### src/rtl/matrix_column_scanner.sv
// matrix_column_scanner: time-multiplexed 5x7 LED matrix column scanner with per-slot row blanking
module matrix_column_scanner #(
    parameter int CLK_DIV      = 50000,
    parameter int BLANK_CYCLES = 8
) (
    input  logic       clk,
    input  logic       reset,
    input  logic       enable,
    input  logic [6:0] col_0,
    input  logic [6:0] col_1,
    input  logic [6:0] col_2,
    input  logic [6:0] col_3,
    input  logic [6:0] col_4,
    output logic [4:0] col_sel,
    output logic [6:0] row_n,
    output logic [2:0] col_idx,
    output logic       frame_start
);
    localparam int            CW      = (CLK_DIV > 1) ? $clog2(CLK_DIV) : 1;
    localparam logic [CW-1:0] LAST    = CW'(CLK_DIV - 1);
    localparam logic [CW-1:0] BLAST   = CW'((BLANK_CYCLES > 0) ? BLANK_CYCLES - 1 : 0);
    localparam bit            NOBLANK = (BLANK_CYCLES == 0);

    typedef enum logic [1:0] {IDLE, BLANK, DRIVE} state_t;

    state_t        r_state, w_state;
    logic [CW-1:0] r_cnt, w_cnt;
    logic [2:0]    r_idx, w_idx;
    logic [4:0]    r_sel, w_sel;
    logic [6:0]    r_row, w_row;
    logic          r_fs, w_fs;
    logic [6:0]    r_sh [5];
    logic          w_cap;
    logic          w_wrap;
    logic [2:0]    w_nidx;
    logic [6:0]    w_cur;
    logic [6:0]    w_nxt;

    assign w_wrap = (r_idx == 3'd4);
    assign w_nidx = w_wrap ? 3'd0 : r_idx + 3'd1;
    assign w_cur  = (r_idx == 3'd0) ? r_sh[0] :
                    (r_idx == 3'd1) ? r_sh[1] :
                    (r_idx == 3'd2) ? r_sh[2] :
                    (r_idx == 3'd3) ? r_sh[3] : r_sh[4];
    // at a frame wrap the shadow is being reloaded on the same edge, so the live input is the pattern
    assign w_nxt  = w_wrap          ? col_0   :
                    (w_nidx == 3'd1) ? r_sh[1] :
                    (w_nidx == 3'd2) ? r_sh[2] :
                    (w_nidx == 3'd3) ? r_sh[3] : r_sh[4];

    // next-state and next-output logic; column and row change on the same edge
    always_comb begin
        w_state = r_state;
        w_cnt   = r_cnt;
        w_idx   = r_idx;
        w_sel   = r_sel;
        w_row   = r_row;
        w_fs    = 1'b0;
        w_cap   = 1'b0;
        if (!enable) begin
            w_state = IDLE;
            w_cnt   = '0;
            w_idx   = 3'd0;
            w_sel   = 5'b00000;
            w_row   = 7'h7F;
        end else if (r_state == IDLE) begin
            w_state = NOBLANK ? DRIVE : BLANK;
            w_cnt   = '0;
            w_idx   = 3'd0;
            w_sel   = 5'b00001;
            w_row   = NOBLANK ? col_0 : 7'h7F;
            w_fs    = 1'b1;
            w_cap   = 1'b1;
        end else if (r_cnt == LAST) begin
            w_state = NOBLANK ? DRIVE : BLANK;
            w_cnt   = '0;
            w_idx   = w_nidx;
            w_sel   = w_wrap ? 5'b00001 : {r_sel[3:0], 1'b0};
            w_row   = NOBLANK ? w_nxt : 7'h7F;
            w_fs    = w_wrap;
            w_cap   = w_wrap;
        end else begin
            w_cnt = r_cnt + CW'(1);
            if (r_state == BLANK && r_cnt == BLAST) begin
                w_state = DRIVE;
                w_row   = w_cur;
            end
        end
    end

    // state and registered outputs
    always_ff @(posedge clk or posedge reset) begin
        if (reset) begin
            r_state <= IDLE;
            r_cnt   <= '0;
            r_idx   <= 3'd0;
            r_sel   <= 5'b00000;
            r_row   <= 7'h7F;
            r_fs    <= 1'b0;
        end else begin
            r_state <= w_state;
            r_cnt   <= w_cnt;
            r_idx   <= w_idx;
            r_sel   <= w_sel;
            r_row   <= w_row;
            r_fs    <= w_fs;
        end
    end

    // shadow patterns reload only at frame start so a frame never tears
    always_ff @(posedge clk or posedge reset) begin
        if (reset) begin
            for (int i = 0; i < 5; i++) r_sh[i] <= 7'h7F;
        end else if (w_cap) begin
            r_sh[0] <= col_0;
            r_sh[1] <= col_1;
            r_sh[2] <= col_2;
            r_sh[3] <= col_3;
            r_sh[4] <= col_4;
        end
    end

    assign col_sel     = r_sel;
    assign row_n       = r_row;
    assign col_idx     = r_idx;
    assign frame_start = r_fs;
endmodule

### config.mk
export PLATFORM = sky130hd
export DESIGN_NAME = matrix_column_scanner
export DESIGN_NICKNAME = d
export VERILOG_FILES = /design/src/rtl/matrix_column_scanner.sv
export SDC_FILE = /design/constraint.sdc
export NUM_CORES = 1
export LEC_CHECK = 0
export BUFFER_PORTS_ARGS = -buffer_cell sky130_fd_sc_hd__buf_2
export CAP_MARGIN = 20
export CORE_ASPECT_RATIO = 1.1
export CORE_UTILIZATION = 25
export CTS_CLUSTER_SIZE = 8
export DETAILED_ROUTE_END_ITERATION = 8
export SLEW_MARGIN = 25
export SYNTH_ARGS = -nofsm -noshare
export SYNTH_HDL_FRONTEND = slang
export SYNTH_SLANG_ARGS = --single-unit
### constraint.sdc
create_clock -name clk -period 5.84 [get_ports clk]
set_input_delay 1.46 -clock clk [delete_from_list [all_inputs] [get_ports clk]]
set_output_delay 1.46 -clock clk [all_outputs]
set_load 0.02 [all_outputs]
Word-level counts from Yosys, hierarchy flattened
Index checks and enable logic that the tools add are counted.
{"block": "totals", "in_bits": 38, "rom_bits": 0, "elab_cells": 51, "out_inout_bits": 16, "register_bits": 69, "n_memories": 0, "latch_bits": 0, "ramBits": 0}
{"block": "classes", "n_bitwise": 0, "eq_ne": 9, "magnitude_cmp": 0, "addsub": 2, "div": 0, "reduce_logical": 3, "n_shift": 0, "mul": 0, "n_mux": 26}
{"operator": "$mux 7", "n": 8}
{"operator": "$mux 16", "n": 3}
{"operator": "$mux 5", "n": 4}
{"operator": "$add 16x1->16 const B", "n": 1}
{"operator": "$eq 16x16->1 const B", "n": 1}
{"operator": "$eq 16x3->1 const B", "n": 1}
{"operator": "$mux 3", "n": 4}
{"operator": "$mux 2", "n": 4}
{"operator": "$eq 3x2->1 const B", "n": 2}
{"operator": "$ne 4x1->1 const B", "n": 1}
{"operator": "$add 3x1->3 const B", "n": 1}
{"operator": "$eq 3x1->1 const B", "n": 1}
{"operator": "$eq 3x3->1 const B", "n": 1}
{"operator": "$logic_not 3->1", "n": 1}
{"operator": "$mux 1", "n": 3}
{"operator": "$ne 3x1->1 const B", "n": 1}
{"operator": "$eq 2x1->1 const B", "n": 1}
{"operator": "$logic_not 2->1", "n": 1}
{"operator": "$logic_and 1x1->1", "n": 1}

Depth between registers and ports, before layout
Gate-level depths: netlist (run 1).
{"block": "logic_depth", "ltp_word": 9, "depth_mapped": 8}

Worst setup path after synthesis (run 1)
OpenSTA, ideal clock, no wires.
{"block": "synth_timing", "path_kind": "input to register", "from": "input enable", "to": "register r_sh[22] (netlist bit)", "setup_ns": 0.082, "setup_slack_ns": 3.326, "stages": 4, "arrival_time_ns": 2.432, "n_path_buf": 1, "path_cell_list": "nand2_1 o31ai_4 buf_6 mux2_2"}
{"block": "synth_via", "elab_chain_cells": 1}
{"item": "start: declaration", "line": "8", "source": "input logic enable,"}
{"item": "$mux 1", "line": "60", "source": "if (!enable) begin"}
{"item": "end: declaration", "line": "32", "source": "logic [6:0] r_sh [5];"}
No other way between the ends.
A chain may end at the register's enable or synchronous reset.

Final worst setup path (run 1)
{"block": "layout_timing", "from": "register r_idx[2], in the netlist col_idx[2]", "to": "output col_idx[2]"}
{"item": "start: declaration", "line": "28", "source": "logic [2:0] r_idx, w_idx;"}
{"item": "start signal: assignment", "line": "103", "source": "r_idx <= w_idx;"}
{"item": "end: declaration", "line": "16", "source": "output logic [2:0] col_idx,"}
No word-level cell between the ends.

==> results.py, run 1 <==
metrics = {
    "global_routing": {
        "use_met2_pct": 18.56,
        "top_usage_layer": "met2",
        "first_global_vias": 2439,
        "grt_max_degree": 70,
        "grt_usage_pct": 12.39,
        "antenna_found_initial": 0,
        "met3_usage_pct": 3.650,
        "grt_pass1_wl_mm": 12.92,
        "grtUsageMet1_pct": 16.33,
        "grt-ovfl-total": 0,
    },
    "timing": {
        "tightest_slew_ps": 842.0,
        "max_freq_mhz": 380.3,
        "final-max-slew-violation-count": 0,
        "finClkSkew_ps": 5.617,
        "slew_headroom_pct": 43.86,
        "finalSetupTns_ps": 0,
        "fin_crit_ps": 2630,
        "hold_viol_final": 0,
        "whs_ps": 462.5,
        "finalWorstSetupSlack_ps": 3210,
        "setup_viol": 0,
        "rsz0062_at_grt": "false",
        "post-route-period-util_pct": 45.03,
    },
    "critical_path": {
        "path_max_fanout": 14,
        "cp-end-kind": "primary output",
        "cp-start-kind": "flip-flop",
        "crit_chain": "buf_2",
        "cp.arrival_ps": 1170,
        "critPathTopFamily": "flip-flops",
        "critPathBufInv": 1,
        "crit_slowest_cell": "dfrtp_1",
        "slowest_delay_ps": 580,
        "worstPathRequired_ps": 4380,
        "worstSetupPathType": "reg -> out",
    },
    "power_and_ir_drop": {
        "peakVddDrop_mv": 0.1417,
        "p_sw_share_pct": 21.58,
        "pwr-share-seq_pct": 46.2,
        "p_switching_uw": 263.3,
        "power.share.combinational_pct": 7.7,
        "p_clk_share_pct": 46.2,
        "p_int_uw": 956.7,
        "leakagePower_nw": 1.611,
        "powerDensity_nw_per_um2": 297.7,
    },
    "layout": {
        "regArea_um2": 1779,
        "area_growth_pct": 21.03,
        "multi_input_comb_area_um2": 1501,
        "nets": 397,
        "antenna_cells": 0,
        "fillCellCount": 1344,
        "drive_above_1_share_pct": 41.90,
        "stdcell_count": 519,
        "utilization_pct": 31.01,
    },
    "synth": {
        "synth_top_flop_cell": "dfstp_2",
        "synth_common_cells": "dfstp_2, mux2_2, dfrtp_1",
        "synthArstFlopShare_pct": 100.0,
        "syn-num-nets": 347,
        "synth.most_common_cell": "dfstp_2",
        "synth-edff-count": 0,
        "synth_area_leaders": "dfstp_2, dfrtp_1, mux2_2",
        "synth_area_per_cell_um2": 11.17,
        "ys_warn_count": 0,
        "yosysSeqAreaShare_pct": 52.55,
        "yosysTopAreaCell": "dfstp_2",
        "synth-seq-cells": 69,
        "synth.top_cell.area_share_pct": 32.59,
        "mappedNetlistArea_um2": 3386,
        "yosysUniqueCellTypes": 42,
        "syn_inst": 303,
    },
    "floorplanning": {
        "pin_count": 54,
        "start_util_pct": 25.62,
        "die_y_um": 124.1,
        "rows": 44,
        "coreArea_um2": 13210,
        "die_w_um": 113.0,
        "dieArea_um2": 14010,
    },
    "placed_design": {
        "dp_slack_ps": 3062,
        "dp_cells": 503,
        "gp_congestion": 0.7431,
        "place_hpwl_mm": 5.473,
        "port_buffers": 53,
    },
    "clock_tree": {
        "tritoncts": "yes",
        "post-cts-setup-buffers": 0,
        "cts_sinks": 69,
        "cts.root.buffer_cell": "clkbuf_16",
        "clk_path_buf_depth": 2,
        "cts_resized": 0,
        "clk_pin_slew_ps": 60,
        "hold_buffers": 0,
        "cts_max_level": 3,
        "clk_latency_ps": 330,
        "cts_buffers": 9,
    },
    "outcome": {
        "status": "finished clean",
    },
    "job": {
        "cap_violations": 0,
    },
    "detailed_routing": {
        "vias": 2497,
        "firstDrtPassIters": 4,
        "drt_iter0_drc": 160,
        "viasPerCell": 4.811,
        "drc": 0,
        "totalWireLength_mm": 7.728,
        "wl_per_cell_um": 14.89,
        "drtAntennaViolNets": 0,
    },
    "worst_hold_path": {
        "hold_class": "reg -> reg",
    },
}
worst paths after layout:
check | depth (start not counted) | slack, ps | to | startpoint
hold / removal | 1 | 460 | r_cnt[0] | r_cnt[0]
hold reg to reg | 1 | 460 | r_cnt[0] | r_cnt[0]
max in group asynchronous | 3 | 3920 | r_cnt[14] | reset
setup reg to reg | 5 | 3300 | r_sh[9] | r_cnt[10]
min in group asynchronous | 3 | 1390 | frame_start | reset
setup / recovery | 1 | 3210 | col_idx[2] | col_idx[2]
metal layers:
layer  vias up  routed length (um)
met2        80                3378
met5         -                   0
met1      1217                3785
li1       1185                   -
met4         0                 174
met3        15                 390
state kept, by name, indices dropped and copies added (netlist names):
name	flops
col_idx	3
col_sel	5
frame_start	1
r_cnt	16
r_sh	35
r_state	2
row_n	7
placed cells by master, fill, tap and decap left out, types with 3 or more instances in the layout:
cell type | Yosys | final
buf_2 | 3 | 53
o21a_1 | 7 | 7
nand2_1 | 26 | 26
mux2_2 | 33 | 33
inv_1 | 6 | 5
ha_1 | 6 | 6
xor2_1 | 3 | 3
nor2_1 | 17 | 17
clkbuf_8 | 0 | 3
mux2i_1 | 7 | 7
nand4_1 | 9 | 9
xnor2_1 | 9 | 9
dfrtp_1 | 27 | 27
or3_1 | 3 | 3
nor3_1 | 4 | 3
nand3_1 | 6 | 6
o21ai_0 | 15 | 15
nor4_1 | 6 | 6
a2111oi_0 | 7 | 7
dfstp_2 | 42 | 42
a21oi_1 | 25 | 25
nand3b_1 | 7 | 7
clkbuf_16 | 0 | 9
and2_1 | 4 | 4
power groups by stage:
stage          logic, mW  clock network, mW  registers, mW
2_1_floorplan     0.0667                  0          0.564
3_3_place_gp      0.0926                  0          0.569
3_5_place_dp      0.0951                  0          0.572
4_1_cts           0.0959              0.574          0.564
5_1_grt            0.105              0.594          0.569
6_report          0.0934              0.564          0.563
metrics by stage:
step	cell area [um^2]	power [mW]
after floorplan	3386	0.6305
after global placement	3780	0.6618
after detailed placement	3780	0.6667
after CTS	4093	1.234
after global routing	4098	1.268
final	4098	1.220
cell families after synthesis:
logic type	Yosys count	synth area share, %
multiplexers	42	13.71
XOR/XNOR	12	3.104
buffers and inverters	22	3.252
flip-flops	69	52.55
AND/OR/NAND/NOR	89	13.53
adder cells (fa/ha/maj)	6	2.217
AO/OA/AOI/OAI	63	11.64
final cells by class:
type | count | share of cell area (%)
clock buffers | 13 | 6.595
clock inverters | 3 | 1.038
inverters | 6 | 0.5496
multi-input cells | 212 | 36.64
flip-flops and latches | 69 | 43.42
well taps | 161 | 4.916
repair buffers | 55 | 6.840
Power figures use the tool's default switching activity.
==> run 2: changes to the inputs <==
- clock period: 5.84 -> 2.4 ns (I/O delays scaled with it)
==> run 2 against run 1 <==
  * Final cell count is 2.1% higher
  * Critical path depth rose by 3
  * Sequential share of layout area is 0.86 points lower
  * Utilization rose by 0.63 points
  * Non-clock buffer count up 10
  * Sequential power increased by 140%
  * Setup slack worse by 3000 ps
  * Largest power group is now registers
==> results.py, run 2 (synthesized netlist as in run 1, its figures left out) <==
metrics = {
    "detailed_routing": {
        "drtAntennaViolNets": 0,
        "viasPerCell": 4.921,
        "drt_iter0_drc": 211,
        "totalWireLength_mm": 8.106,
        "vias": 2608,
        "drc": 0,
        "firstDrtPassIters": 4,
        "wl_per_cell_um": 15.29,
    },
    "critical_path": {
        "slowest_delay_ps": 630,
        "cp.arrival_ps": 2430,
        "worstPathRequired_ps": 2630,
        "crit_slowest_cell": "a2111oi_0",
        "cp-end-kind": "flip-flop",
        "cp-start-kind": "flip-flop",
        "crit_chain": "nor4b_1 > nand3_1 > a2111oi_0 > o21ai_0",
        "path_max_fanout": 8,
        "worstSetupPathType": "reg -> reg",
    },
    "clock_tree": {
        "hold_buffers": 0,
        "post-cts-setup-buffers": 0,
        "cts_max_level": 3,
        "tritoncts": "yes",
        "cts_buffers": 9,
        "cts.root.buffer_cell": "clkbuf_16",
        "clk_latency_ps": 340,
        "cts_resized": 0,
        "cts_sinks": 69,
        "clk_pin_slew_ps": 60,
        "clk_path_buf_depth": 2,
    },
    "floorplanning": {
        "die_w_um": 113.0,
        "die_y_um": 124.1,
        "dieArea_um2": 14010,
        "rows": 44,
        "pin_count": 54,
        "start_util_pct": 25.62,
        "coreArea_um2": 13210,
    },
    "global_routing": {
        "grt-ovfl-total": 0,
        "grt_pass1_wl_mm": 13.52,
        "use_met2_pct": 19.17,
        "first_global_vias": 2634,
        "grt_usage_pct": 12.64,
        "grtUsageMet1_pct": 15.96,
        "grt_max_degree": 37,
        "top_usage_layer": "met2",
        "met3_usage_pct": 4.234,
        "antenna_found_initial": 3,
    },
    "timing": {
        "tightest_slew_ps": 789.6,
        "setup_viol": 0,
        "max_freq_mhz": 454.8,
        "whs_ps": 303.0,
        "final-max-slew-violation-count": 0,
        "slew_headroom_pct": 47.01,
        "hold_viol_final": 0,
        "finalWorstSetupSlack_ps": 201.1,
        "fin_crit_ps": 2199,
        "finalSetupTns_ps": 0,
        "finClkSkew_ps": 8.293,
        "rsz0062_at_grt": "false",
        "post-route-period-util_pct": 91.62,
    },
    "job": {
        "cap_violations": 0,
    },
    "placed_design": {
        "dp_slack_ps": 203.3,
        "gp_congestion": 0.7741,
        "place_hpwl_mm": 5.896,
        "port_buffers": 53,
    },
    "power_and_ir_drop": {
        "finalPower_mw": 2.927,
        "peakVddDrop_mv": 0.3254,
        "leakagePower_nw": 1.662,
        "powerDensity_nw_per_um2": 700.3,
    },
    "layout": {
        "drive_above_1_share_pct": 43.48,
        "regMostFlops": "r_sh",
        "layout_commonest_cell": "buf_2",
        "fillCellCount": 1344,
        "utilization_pct": 31.64,
        "largest_reg_flops": 35,
        "layout_common_cells": "buf_2, dfstp_2, mux2_2, dfrtp_1, nand2_1",
        "multi_input_comb_area_um2": 1496,
        "nets": 407,
        "regArea_um2": 1779,
        "area_growth_pct": 23.47,
    },
    "outcome": {
        "status": "finished clean",
    },
    "worst_hold_path": {
        "hold_class": "in -> async",
    },
}
==> run 2: cell types whose count changed in the layout (fill, tap and decap cells not counted), sizes merged <==
cell,previous run,this run
clkbuf,13,9
clkinv,1,2
buf,55,65
diode,0,1
inv,6,9
==> run 2: path summary, 6_finish.rpt <==
| check | slack [ps] | endpoint | depth (start not counted) | startpoint |
|---|---|---|---|---|
| setup / recovery | 200 | row_n[5] | 4 | r_cnt[3] |
| hold / removal | 300 | r_cnt[13] | 2 | reset |
| setup reg to reg | 200 | row_n[5] | 4 | r_cnt[3] |
| hold reg to reg | 460 | r_cnt[0] | 1 | r_cnt[0] |
| max in group asynchronous | 1400 | row_n[1] | 3 | reset |
| min in group clk | 460 | r_cnt[0] | 1 | r_cnt[0] |
==> run 2: worst max-delay path: cells and delay by family (launching register included) <==
kind,cells,cell delay (ps)
simple gates,2,840
flops,1,470
compound gates,2,780
==> run 2: layout make-up <==
class | count | share of cell area [%]
tap | 161 | 4.819
clock inverter | 7 | 1.736
antenna | 1 | 0.05986
sequential | 69 | 42.56
clock buffer | 9 | 5.388
inverter | 6 | 0.5388
multi-input combinational | 212 | 35.80
timing repair buffer | 65 | 9.099
==> run 2: power breakdown <==
part           internal (mW)  leakage (nW)  switching [mW]
registers               1.32         0.813          0.0493
logic                  0.127         0.702           0.108
clock network          0.808         0.147           0.514
total                   2.26          1.66           0.671
==> run 2: metal layers <==
layer,vias to the layer above,wire length [um]
met5,-,22
met4,4,158
met3,16,602
met2,70,3556
met1,1295,3767
li1,1223,-
==> run 2: stage by stage <==
step | area [um^2] | std cells
final | 4180 | 530
after global routing | 4180 | 530
after CTS | 4178 | 529
after detailed placement | 3880 | 513
after global placement | 3880 | 513
after floorplan | 3386 | 303
